## src/rtl/nsa_pkg.sv

```systemverilog
// Shared definitions for the nibble-serial adder: FSM encoding and slice width.
package nsa_pkg;

  typedef enum logic [1:0] {
    IDLE = 2'd0,
    ADD  = 2'd1,
    DONE = 2'd2
  } state_t;

  localparam int NIBBLE_W = 4;

endpackage

```

## src/rtl/nibble_serial_adder_cla.sv

```systemverilog
// 4-bit carry look-ahead adder, the single arithmetic slice reused by the serial adder.
module carry_look_ahead_adder (
  input  logic [3:0] a,
  input  logic [3:0] b,
  input  logic       cin,
  output logic [3:0] sum,
  output logic       cout
);

  logic [3:0] g;
  logic [3:0] p;
  logic [4:0] c;

  // Generate/propagate terms with fully expanded look-ahead carries.
  always_comb begin
    g    = a & b;
    p    = a ^ b;
    c[0] = cin;
    c[1] = g[0] | (p[0] & cin);
    c[2] = g[1] | (p[1] & g[0]) | (p[1] & p[0] & cin);
    c[3] = g[2] | (p[2] & g[1]) | (p[2] & p[1] & g[0]) | (p[2] & p[1] & p[0] & cin);
    c[4] = g[3] | (p[3] & g[2]) | (p[3] & p[2] & g[1]) | (p[3] & p[2] & p[1] & g[0])
         | (p[3] & p[2] & p[1] & p[0] & cin);
    sum  = p ^ c[3:0];
    cout = c[4];
  end

endmodule

```

## src/rtl/nibble_serial_adder.sv

```systemverilog
// Multi-cycle adder: one 4-bit slice per cycle through a shared look-ahead adder,
// with a valid/ready handshake on both the operand and result sides.
module nibble_serial_adder
  import nsa_pkg::*;
#(
  parameter int NIBBLES = 4
) (
  input  logic                    clk,
  input  logic                    rst_n,
  input  logic                    in_valid,
  output logic                    in_ready,
  input  logic [NIBBLE_W*NIBBLES-1:0] a,
  input  logic [NIBBLE_W*NIBBLES-1:0] b,
  input  logic                    cin,
  output logic                    out_valid,
  input  logic                    out_ready,
  output logic [NIBBLE_W*NIBBLES-1:0] sum,
  output logic                    cout,
  output logic                    ovf
);

  localparam int W     = NIBBLE_W * NIBBLES;
  localparam int IDX_W = (NIBBLES > 1) ? $clog2(NIBBLES) : 1;
  localparam logic [IDX_W-1:0] LAST_IDX = IDX_W'(NIBBLES - 1);

  state_t                state;
  logic [IDX_W-1:0]      idx;
  logic                  carry;
  logic [W-1:0]          a_q;
  logic [W-1:0]          b_q;
  logic [W-1:0]          sum_q;
  logic                  cout_q;
  logic                  ovf_q;
  logic                  in_ready_q;
  logic                  out_valid_q;

  logic [NIBBLE_W-1:0]   slice_a;
  logic [NIBBLE_W-1:0]   slice_b;
  logic [NIBBLE_W-1:0]   slice_sum;
  logic                  slice_cout;

  // Pick the current nibble of each latched operand for the shared slice adder.
  always_comb begin
    slice_a = '0;
    slice_b = '0;
    for (int i = 0; i < NIBBLES; i++) begin
      if (idx == IDX_W'(i)) begin
        slice_a = a_q[i*NIBBLE_W +: NIBBLE_W];
        slice_b = b_q[i*NIBBLE_W +: NIBBLE_W];
      end
    end
  end

  carry_look_ahead_adder u_cla (
    .a   (slice_a),
    .b   (slice_b),
    .cin (carry),
    .sum (slice_sum),
    .cout(slice_cout)
  );

  // Control FSM and datapath registers; handshake flags are registered alongside the state.
  always_ff @(posedge clk) begin
    if (!rst_n) begin
      state       <= IDLE;
      idx         <= '0;
      carry       <= 1'b0;
      sum_q       <= '0;
      cout_q      <= 1'b0;
      ovf_q       <= 1'b0;
      in_ready_q  <= 1'b1;
      out_valid_q <= 1'b0;
    end else begin
      case (state)
        IDLE: begin
          if (in_valid) begin
            a_q        <= a;
            b_q        <= b;
            carry      <= cin;
            idx        <= '0;
            state      <= ADD;
            in_ready_q <= 1'b0;
          end
        end
        ADD: begin
          for (int i = 0; i < NIBBLES; i++) begin
            if (idx == IDX_W'(i)) begin
              sum_q[i*NIBBLE_W +: NIBBLE_W] <= slice_sum;
            end
          end
          carry <= slice_cout;
          idx   <= idx + 1'b1;
          if (idx == LAST_IDX) begin
            state       <= DONE;
            out_valid_q <= 1'b1;
            cout_q      <= slice_cout;
            ovf_q       <= (a_q[W-1] == b_q[W-1]) && (slice_sum[NIBBLE_W-1] != a_q[W-1]);
          end
        end
        DONE: begin
          if (out_ready) begin
            state       <= IDLE;
            out_valid_q <= 1'b0;
            in_ready_q  <= 1'b1;
          end
        end
        default: begin
          state       <= IDLE;
          idx         <= '0;
          out_valid_q <= 1'b0;
          in_ready_q  <= 1'b1;
        end
      endcase
    end
  end

  assign in_ready  = in_ready_q;
  assign out_valid = out_valid_q;
  assign sum       = sum_q;
  assign cout      = cout_q;
  assign ovf       = ovf_q;

endmodule
```

## config.mk

```make
export PLATFORM = sky130hd
export DESIGN_NAME = nibble_serial_adder
export DESIGN_NICKNAME = d
export VERILOG_FILES = /design/src/rtl/nsa_pkg.sv /design/src/rtl/nibble_serial_adder_cla.sv /design/src/rtl/nibble_serial_adder.sv
export SDC_FILE = /design/constraint.sdc
export NUM_CORES = 1
export LEC_CHECK = 0
export CORE_UTILIZATION = 45
export CTS_CLUSTER_DIAMETER = 200
export DETAILED_ROUTE_END_ITERATION = 7
export PLACE_DENSITY_LB_ADDON = 0.12
export SLEW_MARGIN = 40
export SYNTH_ARGS = -nofsm -noshare
export SYNTH_HDL_FRONTEND = slang
export SYNTH_HIERARCHICAL = 1
export SYNTH_SLANG_ARGS = --single-unit
```

## constraint.sdc

```tcl
create_clock -name clk -period 2.68 [get_ports clk]
set_input_delay 0.67 -clock clk [delete_from_list [all_inputs] [get_ports clk]]
set_output_delay 0.67 -clock clk [all_outputs]
set_load 0.005 [all_outputs]
```

==> results of run 1 <==
-- layer usage --
metal / vias to the layer above / routed length (um)
li1: 846 / -
met1: 759 / 2067
met2: 49 / 2196
met3: 9 / 178
met4: 0 / 69
met5: - / 0
-- placed cells by master (no fill, tap or decap), drive strengths merged, types with 3 or more instances in the layout --
cell	Yosys	final
inv	10	10
edfxtp	32	32
dfxtp	25	25
nand2	10	10
a21o	3	3
clkdlybuf4s50	0	56
a21boi	3	3
clkbuf	3	9
a21oi	6	6
buf	6	16
o31ai	7	7
o21ai	4	4
nand3b	4	4
nor2b	25	25
ha	8	8
mux2i	17	17
clkinv	0	4
a221oi	7	7
-- kinds of logic after synthesis --
group,Yosys count
buffers and inverters,19
adders and majority gates,9
AOI/OAI and AO/OA,38
DFF,57
muxes,17
xor gates and xnor gates,3
and+or+nand+nor,50
-- final timing paths --
check,startpoint,end,slack [ns],depth (start not counted)
setup reg to reg,idx[0],ovf,0.01,12
hold / removal,sum[13],sum[13],0.52,2
hold reg to reg,sum[13],sum[13],0.52,2
setup / recovery,idx[0],ovf,0.01,12
-- power groups by stage --
| stage | clock network [mW] | logic (mW) | registers (mW) |
|---|---|---|---|
| after floorplan | 0 | 0.209 | 1.00 |
| after global placement | 0 | 0.359 | 1.01 |
| after detailed placement | 0 | 0.363 | 1.01 |
| after CTS | 0.858 | 0.384 | 0.991 |
| after global routing | 0.901 | 0.416 | 0.995 |
| final | 0.841 | 0.381 | 0.991 |
-- stage by stage --
step | setup TNS, ns | area (um2)
2_1_floorplan | 0 | 2550
3_3_place_gp | -0.02191 | 3253
3_5_place_dp | -0.1347 | 3253
4_1_cts | 0 | 3493
5_1_grt | -0.1083 | 3530
6_report | 0 | 3530
-- worst max-delay path, cell delays in order, from the launching register on --
cell      delay, ns
dfxtp_4        0.37
inv_2          0.06
ha_2           0.19
and2b_4        0.19
buf_4          0.14
a221oi_1       0.25
o31ai_1        0.13
ha_2           0.20
a21o_1         0.14
a31o_1         0.22
xor2_2         0.18
and3b_1        0.19
o311a_1        0.27
-- registers in the layout (all words and copies together) (netlist names) --
| name | flops |
|---|---|
| carry | 1 |
| state | 2 |
| out_valid | 1 |
| ovf | 1 |
| idx | 2 |
| b_q | 16 |
| in_ready | 1 |
| cout | 1 |
| a_q | 16 |
| sum | 16 |
-- synth_stat cells --
library cell,instances,area share (%)
edfxtp_1,32,39
dfxtp_1,25,20
nor2b_1,25,6.3
mux2i_1,17,6.8
inv_1,10,1.5
nand2_1,10,1.5
ha_1,8,4.0
a221oi_1,7,2.5
o31ai_1,7,2.1
a21oi_1,6,1.2
buf_2,5,1.0
nand3b_4,4,3.2
a21boi_0,3,0.90
a21o_1,3,0.90
clkbuf_1,3,0.45
nand3_1,2,0.40
nor2_1,2,0.30
o211ai_1,2,0.60
o21ai_0,2,0.40
o21ai_1,2,0.40
xnor2_1,2,0.70
a22o_1,1,0.35
a31o_1,1,0.35
and2_1,1,0.25
and2b_2,1,0.35
and3b_1,1,0.35
buf_6,1,0.45
fa_1,1,0.80
nand2b_4,1,0.55
nor3_1,1,0.20
nor3b_1,1,0.30
o21ba_2,1,0.40
o22ai_1,1,0.25
o2bb2ai_1,1,0.35
o311a_1,1,0.40
or2b_1,1,0.30
xor2_1,1,0.35
-- cell type report --
| class | count | area (um2) | area share [%] |
|---|---|---|---|
| multi-input combinational | 117 | 1044 | 29.56 |
| clock inverter | 7 | 85.08 | 2.410 |
| clock buffer | 9 | 123.9 | 3.509 |
| tap | 70 | 87.58 | 2.481 |
| timing repair buffer | 72 | 680.7 | 19.28 |
| inverter | 10 | 40.04 | 1.134 |
| sequential | 57 | 1469 | 41.62 |
-- timing repair --
action | CTS | global route
setup buffers | 2 | 0
resized for setup | 6 | 9
setup endpoints to repair | 1 | 5
pin swaps | 4 | 9
==> summary.md, run 1 <==
| Metric | Value |
|---|---|
| Row count | 26 |
| HP Class | reg -> reg |
| Cells after Synth | ~190 |
| H-tree lvl count | 3 |
| Min Tclk post-route | 2.669 ns |
| Synth Area in Compound Gates | 11.11% |
| Post-synthesis cell type count | 37 |
| Via density | just under 5 |
| Logic pwr share | between 10% and 20% |
| CP startpoint kind | register |
| PwrDens | 626.9 nW/um2 |
| Clock Tree Root | clkbuf_8 |
| Met2 Track Usage GR | between 20% and 30% |
| Starting DRC count in detailed routing | 64 |
| Status | complete, no violations |
| Drt pass-1 iters | 4 |
| Part of the cycle the worst path needs | 99.57% |
| Reg clk slew, reported paths | ~0.070 ns |
| Layout cells sized above 1 | 20.96% |
| Fin util | 67.81% |
| Fillcell total | 393 |
| WP data required | just under 3 ns |
| Placed insts | around 330 |
| CORE AREA | 5205 um2 |
| Hpwl dp | 3.176 mm |
| Hold slack | 0.5173 ns |
| Post-Synth Adder-Cell Area | 4.827% |
| Hold Violations, Final | 0 |
| Syn Nets | 239 |
| Synthesized area | 2489 um2 |
| DR vias | 1,663 |
| Clk_lat worst skew | 0.32 ns |
| Post-Synth XOR/XNOR Area | 1.056% |
| Cts hold-fix bufs | 0 |
| Vias in the first global route | approximately 1,600 |
| Total global-route track usage | about 16% |
| Syn Area/Cell | between 10 and 15 um2 |
| CTS sink count | 57 |
| Initial antenna violation count | 0 |
| CTS tree | built |
| Crit path capture type | register |
| Psw | 517.8 uW |
| Fin cells | roughly 340 |
| Multiplexer area fraction after synthesis | 6.838% |
| Routed WL | 4.511 mm |
| Slew margin rel. | ~57% |
| Total grt overflow | 0 |
| Main combinational cell family by area after synthesis | simple AND/OR/NAND/NOR gates |
| DIE WIDTH | 76.37 um |
| # setup viols final | 0 |
| Seq pwr share | roughly 45% |
| Register bit total from synthesis | 57 |
| Net Sw Frac | 23.40% |
| Routing usage on met1 | 19.88% |
| Worst-path fanout max | 5 |
| Largest net degree at the start of global routing | 33 |
| M3 GR Usage | 4.671% |
| Global-route wire length before repair | ~7.3 mm |
| Leakage | 1.457 nW |
| Max-cap viol count | 0 |
| Drt wl/cell | 13.19 um |
| Drc violations | 0 |
| I/O pin count | 57 |
| Synth warn | 6 |
| Routed Antenna Nets | 0 |
| Die area | 5832 um2 |
| Die Ht | 76.37 um |
| Clock network power share | a little under two fifths |
| Final worst slack | around 0.011 ns |
| Clock skew | approximately 0.0089 ns |
| NumNets Final | 313 |
| GR peak layer | met2 |
| Final slew viol count | 0 |
| Max Fclk | 374.7 MHz |
| Initial Utilization | 47.81% |
| CTS buffer count | 9 |
| Post-Synth Simple-Gate Area | between 10 and 15% |
| GP Congestion | 0.7767 |
| Area growth, synth to finish | 41.83% |
| Place WS | -0.1347 ns |
| Max Root-Sink Buffers | 2 |
| Critical path class | reg -> reg |
| Total power | 2.213 mW |
| Seq/Total Area, Yosys | 58.72% |
| Antenna diodes | 0 |
| Slew @ Worst Pin | 0.6503 ns |
| P_int | 1.695 mW |
| Worst vdd ir | 0.3568 mV |
| RSZ-0062 raised after global routing | yes |
| Port Buffers | 56 |
| Signal arrival time at the worst endpoint | between 2 and 3 ns |
(Power assumes the default switching activity.)
==> run 2: changes to the inputs <==
--- a/config.mk
+++ b/config.mk
@@ -9,7 +9,7 @@
 export CTS_CLUSTER_DIAMETER = 200
 export DETAILED_ROUTE_END_ITERATION = 7
 export PLACE_DENSITY_LB_ADDON = 0.12
-export SLEW_MARGIN = 40
+export SLEW_MARGIN = 0
 export SYNTH_ARGS = -nofsm -noshare
 export SYNTH_HDL_FRONTEND = slang
 export SYNTH_HIERARCHICAL = 1
==> results of run 2 <==
No change in the layout: final DEF, timing and power equal those of run 1.
==> run 3: changes to the inputs <==
--- a/config.mk
+++ b/config.mk
@@ -14,3 +14,4 @@
 export SYNTH_HDL_FRONTEND = slang
 export SYNTH_HIERARCHICAL = 1
 export SYNTH_SLANG_ARGS = --single-unit
+export TNS_END_PERCENT = 10
==> run 3 against run 2 <==
  * Cell area increased by 0.32%
  * Critical path depth unchanged
  * Largest power group unchanged
  * Sequential power about the same
  * Non-clock buffer count increased by 1
==> summary.md, run 3 (synthesis gave the netlist of run 1 again) <==
| Metric | Value |
|---|---|
| Hpwl dp | 3.176 mm (unchanged) |
| Crit path capture type | register |
| CTS sink count | 57 (unchanged) |
| Starting DRC count in detailed routing | 53 (-17%) |
| CP max stage delay | 0.37 ns (about the same) |
| Total global-route track usage | 16.46% (unchanged) |
| Worst path slowest cell | dfxtp_4 |
| Clock skew | 0.006966 ns (-0.001884 ns) |
| Die Ht | 76.37 um (unchanged) |
| Via density | 4.816 (-0.95%) |
| RSZ-0062 raised after global routing | yes |
| Clk_lat worst skew | 0.32 ns (about the same) |
| Hold slack | 0.5175 ns (+0.0002210 ns) |
| Drc violations | 0 (unchanged) |
| Antenna diodes | 0 (unchanged) |
| Global-route wire length before repair | 7.307 mm (unchanged) |
| HP Class | reg -> reg |
| PwrDens | 629.4 nW/um2 (+0.40%) |
| GP Congestion | 0.7767 (unchanged) |
| CORE AREA | 5205 um2 (unchanged) |
| DIE WIDTH | 76.37 um (unchanged) |
| Reg clk slew, reported paths | 0.07 ns (about the same) |
| Max-cap viol count | 0 (unchanged) |
| Drt wl/cell | 13.09 um (-0.76%) |
| Worst vdd ir | 0.3683 mV (+3.2%) |
| Final worst slack | 0.01388 ns (+0.002420 ns) |
| Routed WL | 4.490 mm (-0.47%) |
| Post-Route Setup TNS | 0 ns (unchanged) |
| Most frequent cells in the layout | clkdlybuf4s50_1 (56), edfxtp_1 (32), nor2b_1 (25) |
| Leakage | 1.463 nW (+0.42%) |
| Signal arrival time at the worst endpoint | 2.88 ns (about the same) |
| Area growth, synth to finish | 42.28% |
| Max Fclk | 375.1 MHz (about the same) |
| Crit path max-delay family | compound AO/OA/AOI/OAI gates |
| Critical path class | reg -> reg |
| Row count | 26 (unchanged) |
| CP dominant cell by count | ha_2 |
| Worst-path fanout max | 5 (unchanged) |
| Slew margin rel. | 57.41% (+0.82 points) |
| Total power | 2.229 mW (+0.72%) |
| Vias in the first global route | 1,623 (unchanged) |
| Part of the cycle the worst path needs | 99.48% (about the same) |
| CTS tree | built |
| Status | complete, no violations |
| Layout cells sized above 1 | 21.25% (+0.29 points) |
| Slew @ Worst Pin | 0.6379 ns (-0.01234 ns) |
| Max Root-Sink Buffers | 2 (unchanged) |
| DR vias | 1,652 (-0.66%) |
| Final slew viol count | 0 (unchanged) |
| Critical Path, Cell by Cell | inv_2 > ha_2 > and2b_4 > buf_4 > a221oi_1 > o31ai_1 > ha_2 > a21o_1 > a31o_1 > xor2_2 > and3b_1 > o311a_1 |
| Total grt overflow | 0 (unchanged) |
| Drt pass-1 iters | 4 (unchanged) |
| CTS buffer count | 9 (unchanged) |
| Clock Tree Root | clkbuf_8 |
| Hold Violations, Final | 0 (unchanged) |
| WP data required | 2.89 ns (about the same) |
| Largest net degree at the start of global routing | 33 (unchanged) |
| Die area | 5832 um2 (unchanged) |
| H-tree lvl count | 3 (unchanged) |
| Min Tclk post-route | 2.666 ns (-0.002420 ns) |
| CP startpoint kind | register |
| # setup viols final | 0 (unchanged) |
| Port Buffers | 56 (unchanged) |
| Buffers and inverters on the worst path | 2 (unchanged) |
| Place WS | -0.1347 ns (unchanged) |
| Routed Antenna Nets | 0 (unchanged) |
| Commonest non-fill, non-tap cell in the layout | clkdlybuf4s50_1 |
| Initial Utilization | 47.81% (unchanged) |
| I/O pin count | 57 (unchanged) |
| Initial antenna violation count | 0 (unchanged) |
| NumNets Final | 314 (+0.32%) |
run 3: worst register-to-register path, stage by stage (launching register included):
cell	delay [ns]
dfxtp_4	0.37
inv_2	0.06
ha_2	0.19
and2b_4	0.19
buf_4	0.14
a221oi_1	0.25
o31ai_1	0.13
ha_2	0.20
a21o_1	0.14
a31o_1	0.22
xor2_2	0.18
and3b_1	0.19
o311a_1	0.27
run 3: where the power goes:
group          switching (mW)  internal [mW]
sequential             0.0249          0.966
combinational           0.169          0.230
clock                   0.325          0.513
run 3: through the flow:
stage / cells / area (um2) / utilization, %
after CTS: 343 / 3493 / 67.12
after detailed placement: 325 / 3253 / 62.50
after floorplan: 193 / 2550 / -
final: 343 / 3541 / 68.03
after global routing: 343 / 3541 / 68.03
after global placement: 325 / 3253 / 62.50
run 3: metal layers:
layer,vias up,share of wire [%],global-route usage (%)
met5,-,0,0
met4,0,1.5,8.654
met3,9,4.3,4.671
met2,50,49,26.67
met1,745,45,19.88
li1,848,-,-
run 3: repair_timing:
item | CTS | global route
pin swaps | 4 | 9
setup endpoints to repair | 1 | 5
hold buffers | 0 | 0
gates resized for setup | 6 | 10
buffers inserted | 2 | 0
run 3: layout make-up:
| class | instances | area (um2) |
|---|---|---|
| flip-flops and latches | 57 | 1469 |
| well taps | 70 | 87.58 |
| clock buffers | 9 | 123.9 |
| clock inverters | 7 | 85.08 |
| repair buffers | 73 | 691.9 |
| fillers | 391 | 1664 |
| inverters | 10 | 40.04 |
| multi-input cells | 117 | 1044 |
run 3: worst paths after layout:
| kind | to | slack [ns] | depth (start not counted) | from |
|---|---|---|---|---|
| worst max-delay path | ovf | 0.01 | 12 | idx[0] |
| worst min-delay path | sum[15] | 0.52 | 2 | sum[15] |
| worst max register to register | ovf | 0.01 | 12 | idx[0] |
| worst min register to register | sum[15] | 0.52 | 2 | sum[15] |
